==> config.mk <==
export PLATFORM = sky130hd
export DESIGN_NAME = cs_sample_feeder
export DESIGN_NICKNAME = d
export VERILOG_FILES = /design/src/rtl/cs_pkg.sv /design/src/rtl/cs_sample_fifo.sv /design/src/rtl/cs_sample_feeder.sv
export SDC_FILE = /design/constraint.sdc
export NUM_CORES = 1
export LEC_CHECK = 0
export ABC_AREA = 0
export CAP_MARGIN = 20
export CORE_UTILIZATION = 45
export CTS_CLUSTER_SIZE = 30
export DETAILED_ROUTE_END_ITERATION = 10
export HOLD_SLACK_MARGIN = 0.1
export MAX_ROUTING_LAYER = met4
export PLACE_DENSITY = 0.71
export SLEW_MARGIN = 20
export SYNTH_ARGS = -nofsm -noshare
export SYNTH_HDL_FRONTEND = slang
export SYNTH_SLANG_ARGS = --single-unit
==> constraint.sdc <==
create_clock -name clk -period 8.9 [get_ports clk]
set_input_delay 1.78 -clock clk [delete_from_list [all_inputs] [get_ports clk]]
set_output_delay 1.78 -clock clk [all_outputs]
set_load 0.03 [all_outputs]
==> src/rtl/cs_pkg.sv <==
// Shared types and constants for the CS approximate-averaging front end.
package cs_pkg;
   localparam int SAMPLE_W = 8;
   localparam int Y_W      = 10;
   localparam int CS_N     = 9;

   typedef enum logic {PREFILL, STREAM} feed_state_t;
endpackage

==> src/rtl/cs_sample_fifo.sv <==
// Circular sample buffer with natural-wrap pointers and an occupancy counter.
module cs_sample_fifo
   import cs_pkg::*;
#(
   parameter int DEPTH = 16
) (
   input  logic                     clk,
   input  logic                     reset,
   input  logic                     i_valid,
   input  logic [SAMPLE_W-1:0]      i_data,
   input  logic                     i_pop,
   output logic                     o_ready,
   output logic [SAMPLE_W-1:0]      o_head,
   output logic [$clog2(DEPTH):0]   o_level
);
   localparam int AW = $clog2(DEPTH);
   localparam int LW = AW + 1;

   logic [SAMPLE_W-1:0] r_mem [DEPTH];
   logic [AW-1:0]       r_wptr, r_rptr;
   logic [LW-1:0]       r_count;
   logic                w_push, w_pop;

   assign o_ready = !reset && (r_count != LW'(DEPTH));
   assign w_push  = i_valid && o_ready;
   // Pop reads only the registered head, so a same-cycle push never falls through.
   assign w_pop   = i_pop && (r_count != '0);
   assign o_head  = r_mem[r_rptr];
   assign o_level = r_count;

   always_ff @(posedge clk) begin
      if (w_push) r_mem[r_wptr] <= i_data;
   end

   always_ff @(posedge clk) begin
      if (reset) begin
         r_wptr  <= '0;
         r_rptr  <= '0;
         r_count <= '0;
      end else begin
         if (w_push) r_wptr <= r_wptr + 1'b1;
         if (w_pop)  r_rptr <= r_rptr + 1'b1;
         case ({w_push, w_pop})
            2'b10:   r_count <= r_count + 1'b1;
            2'b01:   r_count <= r_count - 1'b1;
            default: r_count <= r_count;
         endcase
      end
   end
endmodule

==> src/rtl/cs_sample_feeder.sv <==
// Prefills a sample FIFO, then streams one sample per clock into CS.
// Optional CS_FEED_UNDERFLOW_CNT_EN adds a saturating starvation counter uf_count.
module cs_sample_feeder
   import cs_pkg::*;
#(
   parameter int DEPTH   = 16,
   parameter int PREFILL = 4,
   parameter int N       = CS_N
) (
   input  logic                     clk,
   input  logic                     reset,
   input  logic                     in_valid,
   input  logic [SAMPLE_W-1:0]      in_data,
   output logic                     in_ready,
   output logic [SAMPLE_W-1:0]      X,
   output logic                     cs_reset,
   output logic                     y_valid,
   output logic                     underflow,
   output logic [$clog2(DEPTH):0]   level
`ifdef CS_FEED_UNDERFLOW_CNT_EN
   ,
   output logic [7:0]               uf_count
`endif
);
   localparam int IW = $clog2(N + 1);

   cs_pkg::feed_state_t r_state;
   logic [SAMPLE_W-1:0] r_x;
   logic                r_cs_reset, r_y_valid, r_underflow;
   logic [IW-1:0]       r_issued;
   logic [SAMPLE_W-1:0] w_head;
   logic                w_push, w_nonempty, w_start, w_pop;

   cs_sample_fifo #(.DEPTH(DEPTH)) u_fifo (
      .clk     (clk),
      .reset   (reset),
      .i_valid (in_valid),
      .i_data  (in_data),
      .i_pop   (w_pop),
      .o_ready (in_ready),
      .o_head  (w_head),
      .o_level (level)
   );

   assign w_push     = in_valid && in_ready;
   assign w_nonempty = (level != '0);
   // Start counts this cycle's push, but still needs a real head to present.
   assign w_start    = (r_state == cs_pkg::PREFILL) && w_nonempty &&
                       ((int'(level) + int'(w_push)) >= PREFILL);
   assign w_pop      = w_start || ((r_state == cs_pkg::STREAM) && w_nonempty);

   assign X         = r_x;
   assign cs_reset  = r_cs_reset;
   assign y_valid   = r_y_valid;
   assign underflow = r_underflow;

   always_ff @(posedge clk) begin
      if (reset) begin
         r_state     <= cs_pkg::PREFILL;
         r_x         <= '0;
         r_cs_reset  <= 1'b1;
         r_y_valid   <= 1'b0;
         r_underflow <= 1'b0;
         r_issued    <= '0;
      end else begin
         r_underflow <= (r_state == cs_pkg::STREAM) && !w_nonempty;
         if (w_start) begin
            r_state    <= cs_pkg::STREAM;
            r_cs_reset <= 1'b0;
         end
         if (w_pop) begin
            r_x <= w_head;
            if (r_issued != IW'(N)) r_issued <= r_issued + 1'b1;
            if (r_issued >= IW'(N - 1)) r_y_valid <= 1'b1;
         end
      end
   end

`ifdef CS_FEED_UNDERFLOW_CNT_EN
   logic [7:0] r_uf_count;
   assign uf_count = r_uf_count;

   always_ff @(posedge clk) begin
      if (reset)
         r_uf_count <= '0;
      else if ((r_state == cs_pkg::STREAM) && !w_nonempty && (r_uf_count != 8'hFF))
         r_uf_count <= r_uf_count + 1'b1;
   end
`endif
endmodule

; After elaboration in Yosys (flattened, before gate mapping)
; Memories as Yosys holds them, arrays and structs flattened. A register that Yosys moved wholly into a read port is not among the register bits.
; Cells that the tools add are included.
[totals]
regBits = 21
wordCells = 39
memories = 1
in_bits = 11
ramBits = 128
[classes]
n_eq_ne = 4
order_cmp = 2
muxes = 3
n_addsub = 6
bitwise = 1
reduce_logical = 14
[memory_table]
columns = memory, depth, word_bits, rd, rd_ports_with_merged_regs, wr, line_no
row1 = u_fifo.r_mem, 16, 8, 1, 1, 1, cs_sample_fifo.sv:19  ; logic [SAMPLE_W-1:0] r_mem [DEPTH];
[op_table]
columns = op, n
row1 = $add A4 B1 Y4 const B, 3
row2 = $pmux W5 S2, 1
row3 = $logic_and A1 B1 Y1, 7
row4 = $add A5 B1 Y6, 1
row5 = $ge A6 B3 Y1 const B, 1
row6 = $add A5 B1 Y5 const B, 1
row7 = $ne A5 B5 Y1 const B, 1
row8 = $reduce_bool A5 Y1, 1
row9 = $sub A5 B1 Y5 const B, 1
row10 = $ge A4 B4 Y1 const B, 1
row11 = $ne A4 B4 Y1 const B, 1
row12 = $reduce_and A2 Y1, 2
row13 = $eq A2 B1 Y1 const B, 1
row14 = $eq A2 B2 Y1 const B, 1
row15 = $logic_not A1 Y1, 2
row16 = $mux W1, 2
row17 = $reduce_bool A2 Y1, 1
row18 = $logic_or A1 B1 Y1, 1
row19 = $not A1 Y1, 1

; Logic depth before layout (Yosys ltp)
; Gate-level depths: netlist (run 1).
[logic_depth]
ltp_word = 10
ltp_mapped = 17
ltp_nobuf = 15

; By module
; From an unflattened synthesis (run 1), not the netlist that was laid out.
[hier_totals]
cells_unflattened = 397
area_unflattened_um2 = 6653.9
[by_module_without_submodules]
columns = mod, instances, area_each_um2, cells_each
row1 = cs_sample_fifo, 1, 5866.9, 320
row2 = cs_sample_feeder, 1, 787.0, 77

; Worst setup path before layout (run 1)
; OpenSTA, ideal clock, no wires.
[synth_path]
path_kind = in2reg
start = in reset
end = reg u_fifo.r_count[4], in the netlist u_fifo.o_level[4]
slack_ns = 3.919
setup_ns = 0.070
required_time_ns = 8.830
n_path_buf = 3
arrival_ns = 4.910
stages = 17
path_cell_list = clkbuf_1 -> a211oi_4 -> ha_1 -> ha_1 -> nor2_1 -> a21oi_1 -> o31a_1 -> buf_6 -> buf_12 -> ha_1 -> inv_1 -> fa_1 -> nor2b_1 -> o21ai_0 -> and3_1 -> or4_1 -> a21oi_1
[synth_between]
elab_chain_cells = 10
word_cells_on_any_way = 12
[synth_lines]
columns = element, line_no
row1 = "start, declared", cs_sample_feeder.sv:11  ; input logic reset,
row2 = $logic_not A1 Y1 *, cs_sample_fifo.sv:24  ; assign o_ready = !reset && (r_count != LW'(DEPTH));
row3 = $logic_and A1 B1 Y1 *, cs_sample_fifo.sv:24
row4 = $logic_and A1 B1 Y1 *, cs_sample_fifo.sv:25  ; assign w_push = i_valid && o_ready;
row5 = named net u_fifo.w_push, cs_sample_fifo.sv:22  ; logic w_push, w_pop;
row6 = $add A5 B1 Y6 *, cs_sample_feeder.sv:49  ; ((int'(level) + int'(w_push)) >= PREFILL);
row7 = $ge A6 B3 Y1 *, cs_sample_feeder.sv:49
row8 = $logic_and A1 B1 Y1 *, cs_sample_feeder.sv:48  ; assign w_start = (r_state == cs_pkg::PREFILL) && w_nonempty &&
row9 = $logic_or A1 B1 Y1 *, cs_sample_feeder.sv:50  ; assign w_pop = w_start || ((r_state == cs_pkg::STREAM) && w_nonempty);
row10 = $logic_and A1 B1 Y1 *, cs_sample_fifo.sv:27  ; assign w_pop = i_pop && (r_count != '0);
row11 = named net u_fifo.w_pop, cs_sample_fifo.sv:22
row12 = $eq A2 B1 Y1 / $eq A2 B2 Y1 (equally long branches), cs_sample_fifo.sv:43  ; case ({w_push, w_pop})
row13 = $pmux W5 S2 / $reduce_bool A2 Y1 (equally long branches), -
row14 = "end signal, assigned", cs_sample_fifo.sv:44  ; 2'b10: r_count <= r_count + 1'b1;
row15 = "end signal, assigned", cs_sample_fifo.sv:45  ; 2'b01: r_count <= r_count - 1'b1;
row16 = "end signal, assigned", cs_sample_fifo.sv:46  ; default: r_count <= r_count;
row17 = "end, declared", cs_sample_fifo.sv:21  ; logic [LW-1:0] r_count;
; Mark *: on every way through the listed nets, which the timed path passes. The rest lies on a longest branch.
; A chain may end at the register's enable or synchronous reset.

; Final worst setup path (run 1)
[layout_path]
start = in reset
end = reg u_fifo.r_count[4], in the netlist u_fifo.o_level[4]
[layout_between]
elab_chain_cells = 10
word_cells_on_any_way = 12
[layout_lines]
columns = element, line_no
row1 = $logic_not A1 Y1 *, cs_sample_fifo.sv:24
row2 = $logic_and A1 B1 Y1 *, cs_sample_fifo.sv:24
row3 = $logic_and A1 B1 Y1 *, cs_sample_fifo.sv:25
row4 = named net u_fifo.w_push, cs_sample_fifo.sv:22
row5 = $add A5 B1 Y6, cs_sample_feeder.sv:49
row6 = $ge A6 B3 Y1, cs_sample_feeder.sv:49
row7 = $logic_and A1 B1 Y1, cs_sample_feeder.sv:48
row8 = $logic_or A1 B1 Y1, cs_sample_feeder.sv:50
row9 = $logic_and A1 B1 Y1, cs_sample_fifo.sv:27
row10 = $eq A2 B1 Y1 / $eq A2 B2 Y1 (equally long branches), cs_sample_fifo.sv:43
row11 = $pmux W5 S2 / $reduce_bool A2 Y1 (equally long branches), -
; Marked as above.

==> flow_metrics.env, run 1 <==
export IMPL_htree_num_levels=4
export IMPL_final_hold_viol_count=0
export IMPL_fin_skew_ns=0.0117
export IMPL_place_hpwl_mm=7.52
export IMPL_start_util_pct=46.0
export IMPL_synth_top_cell_by_area="edfxtp_1"
export IMPL_grt_pass1_vias=3460
export IMPL_cts_resized=0
export IMPL_antenna_left=0
export IMPL_nets=433
export IMPL_synth_top_family_by_area="multiplexers"
export IMPL_report_final_slew_viol_count=0
export IMPL_remaining_drc_errors=0
export IMPL_synth_edf_count=128
export IMPL_setup_slack_ns=3.04
export IMPL_antenna_found_initial=0
export IMPL_drive_gt1_share_pct=18.3
export IMPL_netlist_area_leader_share_pct=60.2
export IMPL_cts_root_buf="clkbuf_16"
export IMPL_synth_area_leaders="edfxtp_1 60%, mux4_2 11%, dfxtp_1 9.1%"
export IMPL_syn2layout_area_growth_pct=15.9
export IMPL_via_count=3347
export IMPL_cp_cell_sequence="clkdlybuf4s50_1 > buf_4 > a211oi_4 > ha_1 > ha_1 > nor2_1 > a21oi_1 > o31a_1 > ha_1 > inv_1 > fa_1 > nor2b_1 > o21ai_0 > and3_1 > or4_1 > a21oi_1"
export IMPL_grt_overflow=0
export IMPL_firstDrtPassIters=4
export IMPL_crit_family="compound AO/OA/AOI/OAI gates"
export IMPL_finalCritPeriodShare_pct=65.8
export IMPL_fmax_ghz=0.171
export IMPL_cp_required_ns=9.25
export IMPL_fp_row_count=43
export IMPL_mostFrequentLayoutCells="128 x edfxtp_1, 39 x nor2_1, 32 x mux4_2"
export IMPL_critPathBufInv=3
export IMPL_cts_buffers=17
export IMPL_io_pins=28
export IMPL_seq_power_share_pct=51.0
export IMPL_clock_latency_ns=0.43
export IMPL_leakage_nw=2.40
export IMPL_slowest_stage="o31a_1"
export IMPL_worstHoldPathCells=1
export IMPL_gp_congestion=0.785
export IMPL_critPathMaxStageDelay_ns=0.75
export IMPL_setup_worst_path_end_class="flip-flop"
export IMPL_synth_cells=374
export IMPL_synth_nets=400
export IMPL_cts_clk_slew_worst_paths_ns=0.06
export IMPL_powerDensity_mw_per_mm2=213
export IMPL_num_antenna_cells=0
export IMPL_setup_violations=0
export IMPL_yosys_area_share_simple_pct=6.19
export IMPL_synth_mux_area_fraction_pct=13.4
export IMPL_cts_max_path_buffers=2
export IMPL_fill_cells=1113
export IMPL_clockPowerShare_pct=46.3
export IMPL_tns_ns=0
export IMPL_dr_wl_met3_um=819
export IMPL_critical_path_class="input port to flip-flop"
export IMPL_core_area_mm2=0.0139
export IMPL_rsz0062_at_grt="no"
export IMPL_tightest_slew_ns=0.958
export IMPL_postCtsSetupBuffers=0
export IMPL_syn_avg_cell_area_um2=17.1
export IMPL_die_area_mm2=0.0147
export IMPL_cp_depth=16
export IMPL_grt_start_max_net_pins=36
export IMPL_drt_initial_drc_count=312
export IMPL_wl_mm=12.0
export IMPL_cap_violations=0
export IMPL_cp_arrival_ns=6.21
export IMPL_relSlewSlack_pct=35.9
export IMPL_ys_seq_elements=157
export IMPL_path_max_fanout=35
export IMPL_worst_setup_path_start_kind="input port"
export IMPL_drt_met1_wl_mm=5.22
export IMPL_top_layer_used="met4"
export IMPL_synthAdderAreaFrac_pct=3.06
export IMPL_yosysUniqueCellTypes=42
export IMPL_cpMostUsedCell="ha_1"
export IMPL_die_w_um=121
export IMPL_yosysWarnings=0
export IMPL_switching_share_pct=20.0
export IMPL_via_per_inst=5.58
export IMPL_ir_drop_mv=0.242
export IMPL_yosysSeqAreaShare_pct=69.3
export IMPL_grt_pass1_wl_mm=19.1
export IMPL_r2r_cells=15
export IMPL_wire_per_inst_um=19.9
export IMPL_holdBufCountCts=0
export IMPL_yosys_area_share_xor_xnor_pct=0.960
export IMPL_async_reset_ff_share_pct=0
export IMPL_hold_path_class="flip-flop to flip-flop"
export IMPL_p_switching_w=0.000315
export IMPL_route_met2_wl_mm=5.76
export IMPL_period_needed_ns=5.86
export IMPL_port_buffer_count=27
export IMPL_cts_tree="built"
export IMPL_synth_area_mm2=0.00638
export IMPL_power_frac_comb_pct=2.7
export IMPL_place_ws_ns=2.62
export IMPL_die_h_um=121
export IMPL_internal_power_w=0.00126
export IMPL_status="complete, no violations"
export IMPL_synthFlopType="edfxtp_1"
export IMPL_synth_compound_gate_area_share_pct=4.53
export IMPL_grt_usage_pct=19.0
export IMPL_clock_sink_count=157
export IMPL_final_common_cell="edfxtp_1"
## through the flow
| step | hold WS (ns) | utilization, % | power, W | area (µm²) | std cells |
|---|---|---|---|---|---|
| 6_report | 0.466 | 53.3 | 0.00157 | 7400 | 600 |
| 5_1_grt | 0.484 | 53.3 | 0.00162 | 7400 | 600 |
| 4_1_cts | 0.470 | 53.3 | 0.00158 | 7400 | 600 |
| 3_5_place_dp | 0.456 | 49.0 | 0.000861 | 6810 | 568 |
| 3_3_place_gp | 0.439 | 49.0 | 0.000859 | 6810 | 568 |
| 2_1_floorplan | 0.500 | - | 0.000839 | 6380 | 374 |
## power groups by stage
stage	clock network, W	logic [W]	registers (W)
CTS	0.000736	0.0000426	0.000803
detailed placement	0	0.0000422	0.000819
floorplan	0	0.0000207	0.000819
global route	0.000769	0.0000463	0.000803
global placement	0	0.0000405	0.000818
finish	0.000728	0.0000422	0.000803
## path summary, 6_finish.rpt
kind         slack, ns                end               from
max               3.04  u_fifo.o_level[4]              reset
min               0.47           cs_reset           cs_reset
max reg2reg       4.38  u_fifo.o_level[4]  u_fifo.o_level[1]
min reg2reg       0.47           cs_reset           cs_reset
## synthesized netlist by cell type, drive strengths merged (3+ instances only)
cell,number
nand4,3
nor2b,6
buf,11
edfxtp,128
dfxtp,29
inv,10
nor2,39
nor3,5
xor2,3
a21oi,11
ha,14
a22oi,16
xnor2,4
clkbuf,9
nand2b,5
mux4,32
nand2,14
mux2i,11
## state kept, by name, summed over array words and instances, names as in the netlist
name            flops
u_fifo.r_mem      128
X                   8
u_fifo.o_level      5
r_issued            4
u_fifo.r_rptr       4
u_fifo.r_wptr       4
cs_reset            1
r_state             1
underflow           1
y_valid             1
## layer usage
layer	vias up	global-route usage (%)
met3	16	5.45
met5	-	-
met1	1721	25.0
met2	99	28.3
li1	1511	-
met4	0	6.71
## cells by family (layout without fill, tap and decap cells)
kind of cell / after synthesis / after routing
flip-flops: 157 / 157
AND/OR/NAND/NOR: 81 / 81
multiplexers: 45 / 45
AO/OA/AOI/OAI: 39 / 39
buffers and inverters: 30 / 76
adder cells (fa/ha/maj): 15 / 15
XOR/XNOR: 7 / 7
## area by class of cell
| type | count | area, µm² | share of cell area [%] |
|---|---|---|---|
| Sequential cell | 157 | 4430 | 59.8 |
| Multi-Input combinational cell | 187 | 1790 | 24.3 |
| Clock buffer | 20 | 437 | 5.90 |
| Timing Repair Buffer | 34 | 323 | 4.36 |
| Tap cell | 180 | 225 | 3.04 |
| Clock inverter | 12 | 156 | 2.11 |
| Inverter | 10 | 37.5 | 0.507 |
(Power assumes the default switching activity.)
==> inputs of run 2 (changes only) <==
--- a/config.mk
+++ b/config.mk
@@ -12,7 +12,7 @@
 export DETAILED_ROUTE_END_ITERATION = 10
 export HOLD_SLACK_MARGIN = 0.1
 export MAX_ROUTING_LAYER = met4
-export PLACE_DENSITY = 0.71
+export PLACE_DENSITY = 0.74
 export SLEW_MARGIN = 20
 export SYNTH_ARGS = -nofsm -noshare
 export SYNTH_HDL_FRONTEND = slang
==> constraint.sdc (replaced) <==
create_clock -name clk -period 4.7 [get_ports clk]
set_input_delay 0.94 -clock clk [delete_from_list [all_inputs] [get_ports clk]]
set_output_delay 0.94 -clock clk [all_outputs]
set_load 0.03 [all_outputs]
==> run 2 against run 1 <==
Compared with the run above: sequential cell count did not move; clock skew increased by 0.0012 ns; wire length up 3.3%; first-iteration DRC count decreased by 14%; largest cell class unchanged; largest power group unchanged.
==> flow_metrics.env, run 2 (synthesis gave the netlist of run 1 again) <==
export IMPL_layoutNonFillerInstCount=602
export IMPL_gp_congestion=0.754
export IMPL_dp_cells=570
export IMPL_report_final_slew_viol_count=0
export IMPL_grt_overflow=0
export IMPL_drive_gt1_share_pct=19.2
export IMPL_final_common_cell="edfxtp_1"
export IMPL_num_antenna_cells=0
export IMPL_finalCritPeriodShare_pct=83.1
export IMPL_cap_violations=0
export IMPL_fmax_ghz=0.256
export IMPL_ir_drop_mv=0.380
export IMPL_via_per_inst=5.54
export IMPL_syn2layout_area_growth_pct=16.3
export IMPL_antenna_found_initial=0
export IMPL_period_needed_ns=3.91
export IMPL_tns_ns=0
export IMPL_largest_register="u_fifo.r_mem"
export IMPL_rsz0062_at_grt="no"
export IMPL_holdBufCountCts=0
export IMPL_die_h_um=121
export IMPL_mostFrequentLayoutCells="128 x edfxtp_1, 39 x nor2_1, 32 x mux4_2"
export IMPL_cts_max_path_buffers=2
export IMPL_die_w_um=121
export IMPL_path_max_fanout=4
export IMPL_critical_path_class="input port to flip-flop"
export IMPL_port_buffer_count=27
export IMPL_wire_per_inst_um=20.5
export IMPL_final_hold_viol_count=0
export IMPL_die_area_mm2=0.0147
export IMPL_cts_buffers=17
export IMPL_largest_reg_flops=128
export IMPL_firstDrtPassIters=4
export IMPL_worstHoldPathCells=1
export IMPL_core_area_mm2=0.0139
export IMPL_worst_setup_path_start_kind="input port"
export IMPL_setup_violations=0
export IMPL_cts_root_buf="clkbuf_16"
export IMPL_hold_path_class="flip-flop to flip-flop"
export IMPL_io_pins=28
export IMPL_fill_cells=1112
export IMPL_antenna_left=0
export IMPL_via_count=3336
export IMPL_cts_resized=0
export IMPL_place_hpwl_mm=7.76
export IMPL_clock_sink_count=157
export IMPL_cp_arrival_ns=4.25
export IMPL_r2r_slack_ns=1.08
export IMPL_wl_mm=12.3
export IMPL_r2r_start="u_fifo.o_level[0]"
export IMPL_postCtsSetupBuffers=0
export IMPL_grt_pass1_vias=3531
export IMPL_grt_start_max_net_pins=35
export IMPL_status="complete, no violations"
export IMPL_cp_required_ns=5.05
export IMPL_setup_worst_path_end_class="flip-flop"
export IMPL_powerDensity_mw_per_mm2=404
export IMPL_dpl_cell_area_mm2=0.00682
export IMPL_utilization_pct=53.5
export IMPL_grt_pass1_wl_mm=19.6
export IMPL_nets=435
export IMPL_crit_start="in_valid"
export IMPL_start_util_pct=46.0
export IMPL_grt_usage_pct=19.3
export IMPL_finalInstanceArea_mm2=0.00743
export IMPL_leakage_nw=2.41
export IMPL_htree_num_levels=4
export IMPL_drt_initial_drc_count=267
export IMPL_clock_latency_ns=0.42
export IMPL_relSlewSlack_pct=36.1
export IMPL_remaining_drc_errors=0
export IMPL_cts_tree="built"
export IMPL_r2r_cells=14
export IMPL_cts_clk_slew_worst_paths_ns=0.06
export IMPL_worstHoldStart="cs_reset"
export IMPL_fin_skew_ns=0.0129
export IMPL_p_total_w=0.00300
export IMPL_fp_row_count=43
export IMPL_tightest_slew_ns=0.958
run 2: path summary, 6_finish.rpt:
check                       to
max reg2reg  u_fifo.o_level[4]
min                   cs_reset
max          u_fifo.o_level[4]
min reg2reg           cs_reset
run 2: critical path, stage by stage:
cell and delay, ns:
clkdlybuf4s50_1 0.45, inv_1 0.06, a211oi_4 0.23, ha_1 0.20, ha_1 0.17, nor2_1 0.05, a21oi_1 0.22, o31a_1 0.18
ha_1 0.23, inv_1 0.10, fa_1 0.39, nor2b_1 0.16, o21ai_0 0.12, and3_1 0.21, or4_1 0.39, a21oi_1 0.15
run 2: metrics by stage:
| step | hold WS, ns | setup slack [ns] |
|---|---|---|
| after floorplan | 0.500 | 0.559 |
| after global placement | 0.437 | 0.528 |
| after detailed placement | 0.458 | 0.387 |
| after CTS | 0.472 | 0.818 |
| after global routing | 0.494 | 0.520 |
| final | 0.466 | 0.794 |
run 2: area by class of cell:
type / count / area (µm²) / area share (%)
Timing Repair Buffer: 36 / 338 / 4.55
Inverter: 10 / 37.5 / 0.505
Clock buffer: 20 / 447 / 6.01
Sequential cell: 157 / 4430 / 59.6
Clock inverter: 12 / 160 / 2.16
Multi-Input combinational cell: 187 / 1790 / 24.2
Tap cell: 180 / 225 / 3.03
run 2: power breakdown:
| group | total (W) | switching (W) | internal [W] |
|---|---|---|---|
| clock | 0.00140 | 0.000545 | 0.000855 |
| combinational | 0.0000817 | 0.0000506 | 0.0000311 |
| sequential | 0.00152 | 0.00000719 | 0.00151 |
run 2: metal layers:
layer	vias up	global-route usage, %	share of wire, %	routed length, µm
met5	-	-	0	0
met4	0	6.33	0.88	109
met3	12	5.17	5.1	626
met2	90	30.3	50	6200
met1	1717	24.3	44	5410
li1	1517	-	-	-
==> inputs of run 3 (changes only) <==
==> constraint.sdc (replaced) <==
create_clock -name clk -period 3.45 [get_ports clk]
set_input_delay 0.69 -clock clk [delete_from_list [all_inputs] [get_ports clk]]
set_output_delay 0.69 -clock clk [all_outputs]
set_load 0.03 [all_outputs]
==> run 3 against run 2 <==
Compared with the run above: sequential cell count did not move; sequential share of layout area down 1.8 points; cell count up 4.3%; final area up 3.1%; power up 33%; first-iteration DRC count down 0.75%; wire length rose by 3.0%; clock power is 29% higher; via count up 3.9%; hold slack got worse by 0.0064 ns; clock skew hardly changed; highest routed layer unchanged.
==> flow_metrics.env, run 3 (synthesis gave the netlist of run 1 again) <==
export IMPL_status="complete, no violations"
export IMPL_syn2layout_area_growth_pct=19.9
export IMPL_start_util_pct=46.0
export IMPL_cp_cell_sequence="clkdlybuf4s50_1 > a211oi_4 > ha_2 > ha_4 > nor2_1 > a21oi_2 > o31a_1 > ha_4 > inv_2 > fa_2 > nor2b_4 > o21ai_2 > and3_1 > or4_4 > a21oi_2"
export IMPL_fp_row_count=43
export IMPL_via_per_inst=5.52
export IMPL_antenna_left=0
export IMPL_fill_cells=1073
export IMPL_cts_clk_slew_worst_paths_ns=0.06
export IMPL_critPathMaxStageDelay_ns=0.47
export IMPL_report_final_slew_viol_count=0
export IMPL_setup_slack_ns=0.0810
export IMPL_die_w_um=121
export IMPL_grt_start_max_net_pins=36
export IMPL_relSlewSlack_pct=34.5
export IMPL_tns_ns=0
export IMPL_finalCritPeriodShare_pct=97.7
export IMPL_cts_tree="built"
export IMPL_gp_congestion=0.836
export IMPL_setup_violations=0
export IMPL_wl_mm=12.7
export IMPL_setup_worst_path_end_class="flip-flop"
export IMPL_grt_usage_pct=19.9
export IMPL_cts_root_buf="clkbuf_16"
export IMPL_antenna_found_initial=0
export IMPL_fin_skew_ns=0.0133
export IMPL_worst_setup_path_start_kind="input port"
export IMPL_drive_gt1_share_pct=27.2
export IMPL_crit_family="adder cells"
export IMPL_layoutNonFillerInstCount=628
export IMPL_final_hold_viol_count=0
export IMPL_grt_pass1_wl_mm=20.0
export IMPL_period_needed_ns=3.37
export IMPL_wire_per_inst_um=20.3
export IMPL_path_max_fanout=3
export IMPL_dp_cells=593
export IMPL_nets=461
export IMPL_powerDensity_mw_per_mm2=521
export IMPL_final_common_cell="edfxtp_1"
export IMPL_grt_pass1_vias=3600
export IMPL_mostFrequentLayoutCells="128 x edfxtp_1, 39 x nor2_1, 35 x buf_4"
export IMPL_grt_overflow=0
export IMPL_ir_drop_mv=0.379
export IMPL_port_buffer_count=27
export IMPL_critical_path_class="input port to flip-flop"
export IMPL_leakage_nw=2.53
export IMPL_p_total_w=0.00399
export IMPL_place_hpwl_mm=8.19
export IMPL_num_antenna_cells=0
export IMPL_io_pins=28
export IMPL_holdBufCountCts=0
export IMPL_cts_buffers=17
export IMPL_drt_initial_drc_count=265
export IMPL_largest_register="u_fifo.r_mem"
export IMPL_via_count=3465
export IMPL_dpl_cell_area_mm2=0.00704
export IMPL_cts_max_path_buffers=2
export IMPL_place_ws_ns=-0.393
export IMPL_slowest_stage="clkdlybuf4s50_1"
export IMPL_fmax_ghz=0.297
export IMPL_die_area_mm2=0.0147
export IMPL_core_area_mm2=0.0139
export IMPL_die_h_um=121
export IMPL_cp_required_ns=3.80
export IMPL_firstDrtPassIters=4
export IMPL_critPathBufInv=2
export IMPL_cap_violations=0
export IMPL_hold_path_class="flip-flop to flip-flop"
export IMPL_finalInstanceArea_mm2=0.00766
export IMPL_clock_sink_count=157
export IMPL_r2r_slack_ns=0.18
export IMPL_remaining_drc_errors=0
export IMPL_clock_latency_ns=0.43
export IMPL_cp_arrival_ns=3.72
export IMPL_htree_num_levels=4
export IMPL_largest_reg_flops=128
export IMPL_tightest_slew_ns=0.981
==> run 3: cell types whose count changed in the layout (fill, tap and decap cells not counted), sizes merged <==
cell,previous run,this run
clkinv,5,3
clkinvlp,1,5
bufinv,3,1
inv,13,15
buf,9,36
clkdlybuf4s50,27,26
clkbuf,20,18
==> run 3: power breakdown <==
group,switching (W),total (W),internal (W)
clock network,0.000776,0.00180,0.00102
registers,0.00000747,0.00207,0.00206
logic,0.0000749,0.000124,0.0000488
total,0.000859,0.00399,0.00313
==> run 3: per-layer routing <==
layer	vias to the layer above	wire length (µm)	GRT usage, %
li1	1570	-	-
met1	1776	5180	24.1
met2	107	6570	32.0
met3	12	828	5.78
met4	0	144	6.33
met5	-	0	-
==> run 3: per-stage QoR <==
stage	utilization [%]	hold WS (ns)
2_1_floorplan	-	0.500
3_3_place_gp	50.7	0.436
3_5_place_dp	50.7	0.449
4_1_cts	54.8	0.464
5_1_grt	55.2	0.497
6_report	55.2	0.460
==> run 3: path summary, 6_finish.rpt <==
path,from,endpoint,cells after the start
min,cs_reset,cs_reset,1
min reg2reg,cs_reset,cs_reset,1
max,reset,u_fifo.o_level[4],15
max reg2reg,u_fifo.o_level[2],u_fifo.o_level[4],14
==> run 3: timing repair <==
item / CTS / global route
pin swaps: 1 / 4
cloned: 0 / 0
buffers inserted: 0 / 3
endpoints found under the setup margin: 1 / 1
resized for setup: 0 / 7
==> run 3: layout make-up <==
cell class	count	area (µm²)	area share [%]
Timing Repair Buffer	62	543	7.09
Inverter	10	37.5	0.490
Clock inverter	14	134	1.75
Multi-Input combinational cell	187	1850	24.2
Tap cell	180	225	2.94
Sequential cell	157	4430	57.8
Clock buffer	18	439	5.74
